--- src/rtl/cp0_tlb_op_ctrl_if.sv ---
// Shared TLB entry type and the controller's bus: commit-stage op channel, TLB array
// request/ack channel and cp0 update strobes. master = environment, slave = controller.
package cp0_tlb_op_ctrl_pkg;
  typedef struct packed {
    logic [18:0] vpn2;
    logic [7:0]  asid;
    logic        g;
    logic [19:0] pfn0;
    logic [2:0]  c0;
    logic        d0;
    logic        v0;
    logic [19:0] pfn1;
    logic [2:0]  c1;
    logic        d1;
    logic        v1;
  } tlb_entry_t;

  typedef enum logic [1:0] {
    OP_TLBR  = 2'b00,
    OP_TLBWI = 2'b01,
    OP_TLBWR = 2'b10,
    OP_TLBP  = 2'b11
  } op_type_e;
endpackage

interface cp0_tlb_op_ctrl_if #(parameter int IDX_W = 4);
  import cp0_tlb_op_ctrl_pkg::*;

  // Op channel: an op transfers on a cycle where op_valid && op_ready; op_type and the cp0
  // registers must be valid alongside op_valid. TLB channel: tlb_req holds until tlb_ack,
  // and tlb_rdata/tlb_hit/tlb_hit_idx are only meaningful on the ack cycle.
  logic             op_valid;
  logic [1:0]       op_type;
  logic             op_ready;
  logic             flush;
  logic [31:0]      cp0_index;
  logic [31:0]      cp0_random;
  logic             tlb_req;
  logic             tlb_we;
  logic             tlb_probe;
  logic [IDX_W-1:0] tlb_idx;
  logic             tlb_ack;
  tlb_entry_t       tlb_rdata;
  logic             tlb_hit;
  logic [IDX_W-1:0] tlb_hit_idx;
  logic             tlbr_req;
  tlb_entry_t       tlbr_res;
  logic             tlbp_req;
  logic [31:0]      tlbp_res;
  logic             tlbwr_req;
  logic             op_done;
  logic             op_err;

  modport master (
    output op_valid, op_type, flush, cp0_index, cp0_random,
           tlb_ack, tlb_rdata, tlb_hit, tlb_hit_idx,
    input  op_ready, tlb_req, tlb_we, tlb_probe, tlb_idx,
           tlbr_req, tlbr_res, tlbp_req, tlbp_res, tlbwr_req, op_done, op_err
  );

  modport slave (
    input  op_valid, op_type, flush, cp0_index, cp0_random,
           tlb_ack, tlb_rdata, tlb_hit, tlb_hit_idx,
    output op_ready, tlb_req, tlb_we, tlb_probe, tlb_idx,
           tlbr_req, tlbr_res, tlbp_req, tlbp_res, tlbwr_req, op_done, op_err
  );
endinterface

--- src/rtl/cp0_tlb_op_ctrl.sv ---
// Sequences one committed TLB op (TLBR/TLBWI/TLBWR/TLBP) at a time: TLB array transaction, then
// cp0 strobes and op_done. Define CP0_TLB_OP_TIMEOUT_EN to abort a BUSY op with no ack.
module cp0_tlb_op_ctrl
  import cp0_tlb_op_ctrl_pkg::*;
#(
  parameter int TLB_ENTRIES    = 16,
  parameter int TIMEOUT_CYCLES = 64
) (
  input  logic             clk,
  input  logic             rst,
  cp0_tlb_op_ctrl_if.slave bus,
  output logic [1:0]       dbg_state
);
  localparam int IDX_W = $clog2(TLB_ENTRIES);

  typedef enum logic [1:0] {IDLE = 2'd0, BUSY = 2'd1, UPDATE = 2'd2, ABORT = 2'd3} state_e;

  state_e           state;
  logic [1:0]       op_q;
  logic [IDX_W-1:0] sel_idx;
  logic             accept;
  logic             unused_hi;

  assign unused_hi     = ^{bus.cp0_index[31:IDX_W], bus.cp0_random[31:IDX_W]};
  // Kept low while rst is high so nothing is accepted in the reset cycle itself.
  assign bus.op_ready  = (state == IDLE) && !bus.flush && !rst;
  assign accept        = bus.op_valid && bus.op_ready;
  assign dbg_state     = state;

  always_comb begin
    sel_idx = '0;
    case (bus.op_type)
      OP_TLBR, OP_TLBWI: sel_idx = bus.cp0_index[IDX_W-1:0];
      OP_TLBWR:          sel_idx = bus.cp0_random[IDX_W-1:0];
      default:           sel_idx = '0;
    endcase
  end

`ifdef CP0_TLB_OP_TIMEOUT_EN
  localparam int CNT_W = $clog2(TIMEOUT_CYCLES + 1);
  logic [CNT_W-1:0] to_cnt;
`else
  assign bus.op_err = 1'b0;
`endif

  always_ff @(posedge clk or posedge rst) begin
    if (rst) begin
      state         <= IDLE;
      op_q          <= OP_TLBR;
      bus.tlb_req   <= 1'b0;
      bus.tlb_we    <= 1'b0;
      bus.tlb_probe <= 1'b0;
      bus.tlb_idx   <= '0;
      bus.tlbr_req  <= 1'b0;
      bus.tlbr_res  <= '0;
      bus.tlbp_req  <= 1'b0;
      bus.tlbp_res  <= '0;
      bus.tlbwr_req <= 1'b0;
      bus.op_done   <= 1'b0;
`ifdef CP0_TLB_OP_TIMEOUT_EN
      bus.op_err    <= 1'b0;
      to_cnt        <= '0;
`endif
    end else begin
      bus.tlbr_req  <= 1'b0;
      bus.tlbp_req  <= 1'b0;
      bus.tlbwr_req <= 1'b0;
      bus.op_done   <= 1'b0;
`ifdef CP0_TLB_OP_TIMEOUT_EN
      bus.op_err    <= 1'b0;
`endif
      case (state)
        IDLE: begin
          if (accept) begin
            state         <= BUSY;
            op_q          <= bus.op_type;
            bus.tlb_req   <= 1'b1;
            bus.tlb_we    <= (bus.op_type == OP_TLBWI) || (bus.op_type == OP_TLBWR);
            bus.tlb_probe <= (bus.op_type == OP_TLBP);
            bus.tlb_idx   <= sel_idx;
`ifdef CP0_TLB_OP_TIMEOUT_EN
            to_cnt        <= '0;
`endif
          end
        end
        BUSY: begin
          if (bus.tlb_ack) begin
            state         <= UPDATE;
            bus.tlb_req   <= 1'b0;
            bus.tlb_we    <= 1'b0;
            bus.tlb_probe <= 1'b0;
            bus.op_done   <= 1'b1;
            bus.tlbr_req  <= (op_q == OP_TLBR);
            bus.tlbp_req  <= (op_q == OP_TLBP);
            bus.tlbwr_req <= (op_q == OP_TLBWR);
            // Each result register only follows its own op so cp0 sees a stable last value.
            if (op_q == OP_TLBR) bus.tlbr_res <= bus.tlb_rdata;
            if (op_q == OP_TLBP)
              bus.tlbp_res <= bus.tlb_hit ? {1'b0, {(31-IDX_W){1'b0}}, bus.tlb_hit_idx}
                                          : 32'h8000_0000;
          end
`ifdef CP0_TLB_OP_TIMEOUT_EN
          else if (to_cnt == CNT_W'(TIMEOUT_CYCLES - 1)) begin
            state         <= ABORT;
            bus.tlb_req   <= 1'b0;
            bus.tlb_we    <= 1'b0;
            bus.tlb_probe <= 1'b0;
          end else begin
            to_cnt        <= to_cnt + 1'b1;
          end
`endif
        end
        UPDATE: state <= IDLE;
        ABORT: begin
          // Reuse UPDATE as the done cycle, with no cp0 strobes.
          state       <= UPDATE;
          bus.op_done <= 1'b1;
`ifdef CP0_TLB_OP_TIMEOUT_EN
          bus.op_err  <= 1'b1;
`endif
        end
        default: state <= IDLE;
      endcase
    end
  end
endmodule
--- src/flat_wrapper.sv ---
// flat-port wrapper written by rule: the top's interface ports become plain ports
module cp0_tlb_op_ctrl_flat import cp0_tlb_op_ctrl_pkg::*;
#(
  parameter int TLB_ENTRIES    = 16,
  parameter int TIMEOUT_CYCLES = 64
)
  (clk, rst, dbg_state, bus_op_valid, bus_op_type, bus_flush, bus_cp0_index, bus_cp0_random, bus_tlb_ack, bus_tlb_rdata, bus_tlb_hit, bus_tlb_hit_idx, bus_op_ready, bus_tlb_req, bus_tlb_we, bus_tlb_probe, bus_tlb_idx, bus_tlbr_req, bus_tlbr_res, bus_tlbp_req, bus_tlbp_res, bus_tlbwr_req, bus_op_done, bus_op_err);
  cp0_tlb_op_ctrl_if bus_i ();
  input  logic clk;
  input  logic rst;
  output logic [1:0] dbg_state;
  input wire logic [$bits(bus_i.op_valid)-1:0] bus_op_valid;
  input wire logic [$bits(bus_i.op_type)-1:0] bus_op_type;
  input wire logic [$bits(bus_i.flush)-1:0] bus_flush;
  input wire logic [$bits(bus_i.cp0_index)-1:0] bus_cp0_index;
  input wire logic [$bits(bus_i.cp0_random)-1:0] bus_cp0_random;
  input wire logic [$bits(bus_i.tlb_ack)-1:0] bus_tlb_ack;
  input wire logic [$bits(bus_i.tlb_rdata)-1:0] bus_tlb_rdata;
  input wire logic [$bits(bus_i.tlb_hit)-1:0] bus_tlb_hit;
  input wire logic [$bits(bus_i.tlb_hit_idx)-1:0] bus_tlb_hit_idx;
  output wire logic [$bits(bus_i.op_ready)-1:0] bus_op_ready;
  output wire logic [$bits(bus_i.tlb_req)-1:0] bus_tlb_req;
  output wire logic [$bits(bus_i.tlb_we)-1:0] bus_tlb_we;
  output wire logic [$bits(bus_i.tlb_probe)-1:0] bus_tlb_probe;
  output wire logic [$bits(bus_i.tlb_idx)-1:0] bus_tlb_idx;
  output wire logic [$bits(bus_i.tlbr_req)-1:0] bus_tlbr_req;
  output wire logic [$bits(bus_i.tlbr_res)-1:0] bus_tlbr_res;
  output wire logic [$bits(bus_i.tlbp_req)-1:0] bus_tlbp_req;
  output wire logic [$bits(bus_i.tlbp_res)-1:0] bus_tlbp_res;
  output wire logic [$bits(bus_i.tlbwr_req)-1:0] bus_tlbwr_req;
  output wire logic [$bits(bus_i.op_done)-1:0] bus_op_done;
  output wire logic [$bits(bus_i.op_err)-1:0] bus_op_err;
  assign bus_i.op_valid = bus_op_valid;
  assign bus_i.op_type = bus_op_type;
  assign bus_i.flush = bus_flush;
  assign bus_i.cp0_index = bus_cp0_index;
  assign bus_i.cp0_random = bus_cp0_random;
  assign bus_i.tlb_ack = bus_tlb_ack;
  assign bus_i.tlb_rdata = bus_tlb_rdata;
  assign bus_i.tlb_hit = bus_tlb_hit;
  assign bus_i.tlb_hit_idx = bus_tlb_hit_idx;
  assign bus_op_ready = bus_i.op_ready;
  assign bus_tlb_req = bus_i.tlb_req;
  assign bus_tlb_we = bus_i.tlb_we;
  assign bus_tlb_probe = bus_i.tlb_probe;
  assign bus_tlb_idx = bus_i.tlb_idx;
  assign bus_tlbr_req = bus_i.tlbr_req;
  assign bus_tlbr_res = bus_i.tlbr_res;
  assign bus_tlbp_req = bus_i.tlbp_req;
  assign bus_tlbp_res = bus_i.tlbp_res;
  assign bus_tlbwr_req = bus_i.tlbwr_req;
  assign bus_op_done = bus_i.op_done;
  assign bus_op_err = bus_i.op_err;
  cp0_tlb_op_ctrl #(.TLB_ENTRIES(TLB_ENTRIES), .TIMEOUT_CYCLES(TIMEOUT_CYCLES)) u_core (.clk(clk), .rst(rst), .bus(bus_i), .dbg_state(dbg_state));
endmodule
--- config.mk ---
export PLATFORM = sky130hd
export DESIGN_NAME = cp0_tlb_op_ctrl_flat
export DESIGN_NICKNAME = d
export VERILOG_FILES = /design/src/rtl/cp0_tlb_op_ctrl_if.sv /design/src/rtl/cp0_tlb_op_ctrl.sv /design/src/flat_wrapper.sv
export SDC_FILE = /design/constraint.sdc
export NUM_CORES = 1
export LEC_CHECK = 0
export ABC_AREA = 0
export BUFFER_PORTS_ARGS = -buffer_cell sky130_fd_sc_hd__clkbuf_2
export CORE_ASPECT_RATIO = 0.7
export CORE_MARGIN = 1
export CORE_UTILIZATION = 37
export DETAILED_ROUTE_END_ITERATION = 6
export PLACE_DENSITY = 0.77
export SLEW_MARGIN = 15
export SYNTH_ARGS = -nofsm -noshare
export SYNTH_HDL_FRONTEND = slang
export SYNTH_SLANG_ARGS = --single-unit
--- constraint.sdc ---
create_clock -name clk -period 3.31 [get_ports clk]
set_input_delay 0.662 -clock clk [delete_from_list [all_inputs] [get_ports clk]]
set_output_delay 0.662 -clock clk [all_outputs]
set_load 0.02 [all_outputs]
== Word-level counts from Yosys, hierarchy flattened ==
Cells that the tools add are included.

* Flip-flop bits (word level): 125
* Bits of input ports: 154
* Output and inout bits: 125
* Logic and storage cells: 68

* Eq/ne operators: 10
* Mux-type cells: 20
* Reductions and logical operators: 16

{| class="wikitable"
|+ Operator list
! kind !! count
|-
| two-way mux 32 bit || 1
|-
| equality test 2 bit, second input constant || 6
|-
| two-way mux 1 bit || 11
|-
| AND reduction 3 bit || 3
|-
| one-hot mux 1 bit (2 select lines) || 4
|-
| one-hot mux 2 bit (4 select lines) || 1
|-
| one-hot mux 4 bit (2 select lines) || 1
|-
| logical NOT 2 bit || 3
|-
| equality test 2 x 1 -> 1 bit, second input constant || 2
|-
| two-way mux 2 bit || 2
|-
| AND reduction 2 bit || 2
|-
| logical AND 1 bit || 3
|-
| logical NOT 1 bit || 2
|-
| != test 2 x 1 -> 1 bit, second input constant || 1
|-
| != test 2 bit, second input constant || 1
|-
| nonzero test 2 bit || 1
|-
| OR reduction 2 bit || 1
|-
| logical OR 1 bit || 1
|}

== Logic depth before layout (Yosys ltp) ==
* Depth in word-level cells: 6
* Depth in mapped cells: 5
* Mapped depth without buffers: 5

== Worst setup path after synthesis ==
Ideal clock, no wire load.

* Path type: input -> register
* From: input bus_flush
* To: register u_core.op_q[0]
* Library setup time: 0.125 ns
* Arrival time: 1.824 ns
* Required time: 3.185 ns
* Slack: 1.361 ns
* Stages: 4
* Buffers on the path: 1
* Path through: nor4_4 -> and2_1 -> buf_2 -> mux2_2

* Longest elaborated chain between the ends: 5

{| class="wikitable"
|+ RTL lines
! item !! line !! text
|-
| from (decl) || flat_wrapper.sv:14 || <nowiki>input wire logic [$bits(bus_i.flush)-1:0] bus_flush;</nowiki>
|-
| logical NOT 1 bit || cp0_tlb_op_ctrl.sv:26 || <nowiki>assign bus.op_ready = (state == IDLE) && !bus.flush && !rst;</nowiki>
|-
| logical AND 1 bit (2 in series) || cp0_tlb_op_ctrl.sv:26 ||
|-
| logical AND 1 bit || cp0_tlb_op_ctrl.sv:27 || <nowiki>assign accept = bus.op_valid && bus.op_ready;</nowiki>
|-
| AND reduction 2 bit (no line) || -- ||
|-
| to (signal assigned) || cp0_tlb_op_ctrl.sv:76 || <nowiki>op_q <= bus.op_type;</nowiki>
|-
| to (decl) || cp0_tlb_op_ctrl.sv:19 || <nowiki>logic [1:0] op_q;</nowiki>
|}

No other way between the ends.
A chain may end at the register's enable or synchronous reset.

== Worst setup path after layout ==
* From: register u_core.state[1], in the netlist u_core.dbg_state[1]
* To: output bus_op_ready

* Longest elaborated chain between the ends: 3

{| class="wikitable"
|+ RTL lines
! item !! line !! text
|-
| from (decl) || cp0_tlb_op_ctrl.sv:18 || <nowiki>state_e state;</nowiki>
|-
| from (signal assigned) || cp0_tlb_op_ctrl.sv:48 || <nowiki>state <= IDLE;</nowiki>
|-
| from (signal assigned) || cp0_tlb_op_ctrl.sv:75 || <nowiki>state <= BUSY;</nowiki>
|-
| from (signal assigned) || cp0_tlb_op_ctrl.sv:88 || <nowiki>state <= UPDATE;</nowiki>
|-
| logical NOT 2 bit || cp0_tlb_op_ctrl.sv:26 ||
|-
| logical AND 1 bit (2 in series) || cp0_tlb_op_ctrl.sv:26 ||
|-
| to (decl) || flat_wrapper.sv:21 || <nowiki>output wire logic [$bits(bus_i.op_ready)-1:0] bus_op_ready;</nowiki>
|}

No other way between the ends.

==> results.sh <==
export IMPL_muxShareOfSynthArea_pct=22.7
export IMPL_cp_start_kind="register"
export IMPL_final_antenna_net_count=0
export IMPL_initial_core_util_pct=38.4
export IMPL_grt_pass1_wl_microns=12800
export IMPL_cts_setup_buffers=0
export IMPL_synth_top_family_by_area="multiplexers"
export IMPL_via_per_inst=4.47
export IMPL_synth_top_cell_area_share_pct=61.2
export IMPL_hp_class="in -> async"
export IMPL_skew_ns=0.00407
export IMPL_finalHoldViolations=0
export IMPL_place_gp_congestion=0.739
export IMPL_crit_required_ns=2.65
export IMPL_crit_arrival_ns=1.54
export IMPL_internal_power_mw=3.08
export IMPL_combPwrFrac_pct=38.6
export IMPL_dieArea_sq_um=11300
export IMPL_cts_buffers_inserted=9
export IMPL_cts_resized=0
export IMPL_slew_headroom_pct=61.5
export IMPL_finalPower_mw=4.91
export IMPL_fmax_mhz=455
export IMPL_ys_warnings_count=0
export IMPL_drtIter0Drc=44
export IMPL_synthAdderAreaFrac_pct=1.56
export IMPL_place_hpwl_microns=6100
export IMPL_crit_fanout=8
export IMPL_rsz0062_at_grt="false"
export IMPL_postPlaceCellArea_sq_um=5010
export IMPL_layout_common_cells="194 x clkbuf_2, 98 x dfrtp_1, 72 x mux2_2"
export IMPL_routed_wl_microns=8000
export IMPL_setup_tns_ns=0
export IMPL_via_count=2716
export IMPL_overflow=0
export IMPL_critPathMaxStageDelay_ns=0.50
export IMPL_diodes=0
export IMPL_end_kind="primary output"
export IMPL_synthSimpleGateAreaFrac_pct=3.40
export IMPL_port_buffers=194
export IMPL_maxCapViolations=0
export IMPL_nFillCells=919
export IMPL_ys_seq_area_share_pct=61.2
export IMPL_sw_frac_of_total_pct=37.3
export IMPL_p_clk_share_pct=20.4
export IMPL_nets=630
export IMPL_clk_latency_ns=0.33
export IMPL_grt_max_degree=54
export IMPL_p_switching_mw=1.83
export IMPL_period_needed_ns=2.20
export IMPL_synth_cell_type_count=26
export IMPL_cts_buffer_depth=2
export IMPL_synthTopCellsByArea="dfrtp_1 61%, mux2_2 20%, buf_4 5.4%"
export IMPL_syn_area_per_cell_sq_um=14.6
export IMPL_crit_chain="nor4_4 -> clkbuf_2"
export IMPL_h_tree_depth=3
export IMPL_synthXorXnorAreaFrac_pct=0
export IMPL_antenna_found_initial=0
export IMPL_status="completed"
export IMPL_die_w_microns=126
export IMPL_area_growth_pct=32.2
export IMPL_path_delay_family="simple AND/OR/NAND/NOR gates"
export IMPL_powerDensity_nw_per_um2=926
export IMPL_worst_path_buf_inv=1
export IMPL_tritoncts="built"
export IMPL_first_pass_iters=4
export IMPL_critPathSlowestCell="nor4_4"
export IMPL_core_area_sq_um=10400
export IMPL_drive_above_1_share_pct=60.4
export IMPL_clkSinkCount=98
export IMPL_route_detailed_drc=0
export IMPL_fin_area_sq_um=5300
export IMPL_wl_per_cell_microns=13.2
export IMPL_path_class="reg -> out"
export IMPL_pwr_share_seq_pct=41.0
export IMPL_synth_compound_area_share_pct=3.99
export IMPL_io_pins=279
export IMPL_netlist_area_sq_um=4010
export IMPL_power_leakage_nw=2.73
export IMPL_period_share_pct=66.4
export IMPL_r2r_setup_slack_ns=1.14
export IMPL_final_max_slew_violation_count=0
export IMPL_holdBufCountCts=0
export IMPL_path_clk_slew_ns=0.06
export IMPL_setup_violations=0
export IMPL_grt_usage_pct=14.7
export IMPL_cts_root_buf="clkbuf_16"
export IMPL_die_y_microns=89.1
export IMPL_ys_ff_latch=98
export IMPL_ir_drop_mv=0.487
export IMPL_worst_slew_pin_slew_ns=0.577
export IMPL_rows=31
export IMPL_grt_pass1_vias=2656
export IMPL_synth_top_area_cell="dfrtp_1"
export IMPL_synthCells=275
export IMPL_layout_commonest_cell="clkbuf_2"
path summary, 6_finish.rpt:
kind	endpoint	cells past startpoint	from
worst min-delay path	u_core.bus.tlb_idx[1]	2	rst
max in group asynchronous	u_core.op_q[0]	3	rst
worst max-delay path	bus_op_ready	2	u_core.dbg_state[1]
worst min register to register	u_core.bus.tlbr_res[58]	1	u_core.bus.tlbr_res[58]
min in group clk	u_core.bus.tlbr_res[58]	1	u_core.bus.tlbr_res[58]
worst max register to register	u_core.bus.tlbr_res[53]	4	u_core.dbg_state[1]
layout make-up:
class / instances / area [sq um] / area share [%]
sequential: 98 / 2450 / 46.3
timing repair buffer: 197 / 1010 / 19.0
tap: 132 / 165 / 3.12
clock inverter: 4 / 53.8 / 1.02
clock buffer: 11 / 233 / 4.39
inverter: 3 / 13.8 / 0.260
multi-input combinational: 162 / 1380 / 26.0
worst register-to-register path: stages (launching register included):
cell and delay (ns):
dfrtp_1 0.45, nand3b_2 0.44, nor3_4 0.23, buf_4 0.48, mux2_2 0.45
flip-flops by register name, indices dropped and copies added, names as in the netlist:
| signal | count |
|---|---|
| u_core.bus.tlbp_res | 5 |
| u_core.bus.tlbp_req | 1 |
| u_core.bus.tlb_we | 1 |
| u_core.bus.tlb_req | 1 |
| u_core.op_q | 2 |
| u_core.bus.tlb_probe | 1 |
| u_core.bus.tlbwr_req | 1 |
| u_core.dbg_state | 2 |
| u_core.bus.tlb_idx | 4 |
| u_core.bus.tlbr_req | 1 |
| u_core.bus.op_done | 1 |
| u_core.bus.tlbr_res | 78 |
power by group through the flow:
| stage | sequential (mW) | combinational (mW) | clock [mW] |
|---|---|---|---|
| 2_1_floorplan | 2.67 | 0.562 | 0 |
| 3_3_place_gp | 2.00 | 1.89 | 0 |
| 3_5_place_dp | 2.03 | 1.92 | 0 |
| 4_1_cts | 2.02 | 1.92 | 1.04 |
| 5_1_grt | 2.09 | 2.03 | 1.09 |
| 6_report | 2.01 | 1.89 | 0.998 |
per-stage QoR:
| step | util, % | cells | hold slack (ns) | setup WS, ns |
|---|---|---|---|---|
| 2_1_floorplan | - | 302 | 0.506 | 0.0859 |
| 6_report | 50.8 | 607 | 0.426 | 1.11 |
| 4_1_cts | 50.8 | 607 | 0.461 | 1.12 |
| 5_1_grt | 50.8 | 607 | 0.474 | 1.01 |
| 3_5_place_dp | 48.1 | 592 | 0.479 | 0.960 |
| 3_3_place_gp | 48.1 | 592 | 0.467 | 0.958 |
cells in the mapped netlist (all sizes together):
master and count:
a21oi 7, nor2b 1, o31ai 5, ha 5
o21ba 1, and2 1, nand3 2, nand2 11
conb 1, buf 37, nand3b 1, nor4 1
a22oi 3, nor3b 1, inv 3, nand2b 2
nor3 1, o21a 2, o21ai 8, dfrtp 98
clkbuf 2, nor2 1, mux2 81
cells by family (layout without fill, tap and decap cells):
logic type | count (synthesis) | after routing
buf+inv | 42 | 215
mux | 81 | 81
simple gates | 22 | 22
fa+ha+maj | 5 | 5
flops | 98 | 98
compound gates | 26 | 26
other cells | 1 | 28
layer usage:
layer	up-vias	GRT usage, %	share of wire [%]
li1	1290	-	-
met1	1294	17.4	43
met2	123	24.6	47
met3	9	6.52	8.6
met4	0	4.49	1.0
met5	-	0	0
(Power assumes the default switching activity.)
